--- src/rtl/mod_mul_seq.sv ---
// Sequential modular multiplier c = (a * b) mod p using interleaved double-and-add.
// It runs in constant time: every operation takes the same number of cycles, whatever the operand values.

module mod_add #(
  parameter int LEN = 8
) (
  input  logic [LEN-1:0] x,
  input  logic [LEN-1:0] y,
  input  logic [LEN-1:0] p,
  output logic [LEN-1:0] s
);

  logic [LEN:0] acc;

  // Both addends are below p, so at most one subtraction of p is ever needed.
  always_comb begin
    acc = {1'b0, x} + {1'b0, y};
    if (acc >= {1'b0, p}) begin
      acc = acc - {1'b0, p};
    end
    s = acc[LEN-1:0];
  end

endmodule

module mod_mul_seq #(
  parameter int LEN = 8
) (
  input  logic           clk,
  input  logic           rst_n,
  input  logic           start,
  input  logic [LEN-1:0] a,
  input  logic [LEN-1:0] b,
  input  logic [LEN-1:0] p,
  output logic           ready,
  output logic           done,
  output logic           err,
  output logic [LEN-1:0] c
);

  localparam int CW = (LEN > 1) ? $clog2(LEN) : 1;

  typedef enum logic [1:0] {
    IDLE,
    DBL,
    ADD,
    DONE
  } state_t;

  state_t         state, state_next;
  logic [LEN-1:0] r, r_next;
  logic [LEN-1:0] a_q, b_q, p_q;
  logic [LEN-1:0] c_q;
  logic [CW-1:0]  cnt, cnt_next;
  logic           err_q;
  logic           accept;
  logic           finish;
  logic [LEN-1:0] add_y;
  logic [LEN-1:0] add_s;

  assign accept = (state == IDLE) && start;
  assign finish = (state == ADD) && (cnt == '0);

  // In DBL the accumulator is doubled; in every other state a_q is offered for the conditional add.
  always_comb begin
    add_y = a_q;
    if (state == DBL) begin
      add_y = r;
    end
  end

  mod_add #(.LEN(LEN)) u_add (
    .x(r),
    .y(add_y),
    .p(p_q),
    .s(add_s)
  );

  always_comb begin
    state_next = state;
    r_next     = r;
    cnt_next   = cnt;
    case (state)
      IDLE: begin
        if (start) begin
          state_next = DBL;
          r_next     = '0;
          cnt_next   = CW'(LEN - 1);
        end
      end
      DBL: begin
        r_next     = add_s;
        state_next = ADD;
      end
      ADD: begin
        // The adder result is always computed; only the write-back depends on the bit of b.
        if (b_q[cnt]) begin
          r_next = add_s;
        end
        if (cnt == '0) begin
          state_next = DONE;
        end else begin
          cnt_next   = cnt - 1'b1;
          state_next = DBL;
        end
      end
      DONE: begin
        state_next = IDLE;
      end
      default: begin
        state_next = IDLE;
      end
    endcase
  end

  always_ff @(posedge clk or negedge rst_n) begin
    if (!rst_n) begin
      state <= IDLE;
      r     <= '0;
      cnt   <= '0;
    end else begin
      state <= state_next;
      r     <= r_next;
      cnt   <= cnt_next;
    end
  end

  // Operands are captured once at accept, so the input bus is free for the rest of the operation.
  always_ff @(posedge clk or negedge rst_n) begin
    if (!rst_n) begin
      a_q   <= '0;
      b_q   <= '0;
      p_q   <= '0;
      err_q <= 1'b0;
    end else if (accept) begin
      a_q   <= a;
      b_q   <= b;
      p_q   <= p;
      err_q <= (a >= p) || (p < LEN'(2));
    end
  end

  always_ff @(posedge clk or negedge rst_n) begin
    if (!rst_n) begin
      c_q <= '0;
    end else if (finish) begin
      c_q <= err_q ? '0 : r_next;
    end
  end

  assign ready = (state == IDLE);
  assign done  = (state == DONE);
  assign err   = err_q;
  assign c     = c_q;

endmodule
--- config.mk ---
export PLATFORM = sky130hd
export DESIGN_NAME = mod_mul_seq
export DESIGN_NICKNAME = d
export VERILOG_FILES = /design/src/rtl/mod_mul_seq.sv
export SDC_FILE = /design/constraint.sdc
export NUM_CORES = 1
export LEC_CHECK = 0
export BUFFER_PORTS_ARGS = -buffer_cell sky130_fd_sc_hd__buf_2
export CAP_MARGIN = 20
export CORE_MARGIN = 4
export CORE_UTILIZATION = 29
export DETAILED_ROUTE_END_ITERATION = 16
export PLACE_DENSITY = 0.45
export REMOVE_ABC_BUFFERS = 1
export SLEW_MARGIN = 40
export SYNTH_ARGS = -nofsm -noshare
export SYNTH_HDL_FRONTEND = slang
export SYNTH_SLANG_ARGS = --single-unit
--- constraint.sdc ---
create_clock -name clk -period 5.3 [get_ports clk]
set_clock_uncertainty 0.05 [all_clocks]
set_input_delay 1.59 -clock clk [delete_from_list [all_inputs] [get_ports clk]]
set_output_delay 1.59 -clock clk [all_outputs]
set_load 0.02 [all_outputs]
==> results.md <==
* Cells after DPL at 448
* Clock period minus worst slack at 4.28 ns
* Largest net degree at the start of global routing at 47
* Hpwl dp at 5110 um
* Post-synth top cells: dfrtp_1, o21ai_0, ha_1, mux2_2, nand2_1
* I/O pin count at 38
* Placed cell area at 0.00325 mm2
* CTS root buf: clkbuf_8
* Total of max-cap violations at 0
* Postcts setup bufs at 0
* Startpoint Class: flop
* Number of H-tree levels at 2
* Crit Path Category: reg -> reg
* Synth cell types at 43
* Drt pass-1 iters at 4
* Post-synth EDFFs at 0
* Layout fillers at 1036
* Skew-Pair Late Insertion Delay at 0.30 ns
* Final Hold Viols at 0
* Routed Antenna Nets at 0
* Reg clk slew, reported paths at 0.09 ns
* Die area at 0.0117 mm2
* Routed WL at 6400 um
* Synth area leaders: dfrtp_1, ha_1, mux2_2
* Worst path slowest cell: nand2b_1
* Critical Path Stages at 14
* Worst Hold Class: reg -> reg
* Pins Over Slew Limit at 0
* First-pass GRT wire length at 10900 um
* Layout cells sized above 1 at 24.5%
* Synth Flop Type: dfrtp_1
* CTS resizes at 0
* Row cnt at 36
* Initial drt markers at 54
* Slew HR at 56.8%
* Layout area overhead at 14.9%
* Vias in the first global route at 2118
* Initial antenna violation count at 0
* R2R depth at 14
* Synthesized flop and latch total at 46
* # setup viols final at 0
* Synth Cell Area at 0.00292 mm2
* Initial Util at 29.8%
* CP peak stage delay at 0.46 ns
* Total of warnings raised by yosys at 0
* Setup WS pre-CTS at 1.05 ns
* Worst Setup EP: c[1]
* Reg2reg end: c[1]
* Hold Startpoint: cnt[0]
* Reg2reg start: state[1]
* Flop-to-flop setup slack at 1.02 ns
* DR vias/cell at 4.71
* Setup TNS at 0 ns
* Multi-input gate area at 0.00167 mm2
* Count leader, synth: dfrtp_1
* Kind of cell adding the most delay to the critical path: compound AO/OA/AOI/OAI gates
* IO Port Bufs at 37
* Synthesized instance count at 284
* Post-synth top area share at 39.5%
* Clk sink count at 46
* CTS Buffer Depth at 2
* Biggest area consumer among synthesized cells: dfrtp_1
* FF+latch area at 0.00115 mm2
* RSZ-0062 raised after global routing: false
* Die outline width at 108 um
* Nets at 378
* Final RePlAce weighted congestion at 0.773
* Seq/Total Area, Yosys at 39.5%
* Via count at 2150
* Design Area, Final at 0.00335 mm2
* Fmax at 234 MHz
* Diodes inserted at 0
* Die Span Y at 108 um
* Avg Cell Area, Syn at 10.3 um2
* Worst path bufs/invs at 0
* Critical Path AT at 4.45 ns
* Worst setup EP type: flop
* CP Cell Sequence: nand2b_1 > mux2_2 > ha_1 > fa_1 > a21oi_1 > o21bai_1 > xor2_1 > ha_1 > a211oi_1 > nor2_1 > o31ai_1 > nand2_1 > mux2_2 > o21ai_0
* Crit. Startpoint: state[1]
* CTS tree: yes
* Finished Layout Cells at 456
* GRT overflow at 0
* Status: finished, final reports clean
* CTS Hold Bufs at 0
* Core Footprint at 0.00977 mm2
* Post-synthesis async set-or-reset flop share at 100%
* Final worst slack at 1.02 ns
* Gr usage total at 11.8%
* Routed len/inst at 14.0 um
* Final worst-path cycle share at 80.7%
* Worst-Margin Slew at 0.645 ns
* Critical Path RT at 5.47 ns
* DR DRC count at 0
* Crit Path Max Fanout at 12
* Num CTS Buffers at 5
-- placed cells by master (no fill, tap or decap), types with 6 or more instances in the layout --
master,count
nand2_1,24
mux2_2,27
dfrtp_1,46
xor2_1,7
a21o_1,6
ha_1,27
o21ai_0,28
nor2_1,11
inv_1,21
a21oi_1,9
a22oi_1,6
buf_2,36
-- sequential cells by signal, summed over array words and instances, names as in the netlist --
signal and count:
a_q 8, b_q 8, c 8, p_q 8, r 8, cnt 3, state 2, err 1
-- routing by layer --
layer | track usage [%] | share of wire [%]
met5 | 0 | 0
met4 | 3.52 | 1.6
met3 | 2.21 | 3.3
met2 | 17.7 | 43
met1 | 17.4 | 52
-- cell families (layout without fill, tap and decap cells) --
| kind of cell | count (synthesis) | count (layout) | synth area share, % |
|---|---|---|---|
| AO/OA/AOI/OAI | 68 | 68 | 14.7 |
| XOR/XNOR | 11 | 11 | 3.30 |
| adder cells (fa/ha/maj) | 29 | 29 | 13.0 |
| buffers and inverters | 28 | 67 | 3.60 |
| flip-flops | 46 | 46 | 39.5 |
| multiplexers | 35 | 35 | 14.5 |
| AND/OR/NAND/NOR | 67 | 67 | 11.5 |
-- how the worst min path moves through the flow --
stage	cells past startpoint	slack, ns	end
after floorplan	1	0.40	cnt[0]
after global placement	1	0.42	cnt[0]
after detailed placement	1	0.43	cnt[0]
after CTS	1	0.44	cnt[0]
after global routing	1	0.47	cnt[0]
final	1	0.45	cnt[0]
-- final cells by class --
class | count | share of cell area (%)
well taps | 133 | 4.97
multi-input cells | 210 | 49.7
inverters | 21 | 2.35
repair buffers | 38 | 5.83
flip-flops and latches | 46 | 34.4
clock inverters | 3 | 0.747
clock buffers | 5 | 2.05
-- through the flow --
stage	hold slack [ns]	utilization [%]
after detailed placement	0.431	33.3
after global placement	0.419	33.2
after CTS	0.443	34.2
after floorplan	0.399	-
after global routing	0.465	34.3
final	0.447	34.3
Power is left out: the tool's default activity adds up to more than one toggle a clock period on the data nets, which glitch-free logic cannot reach.
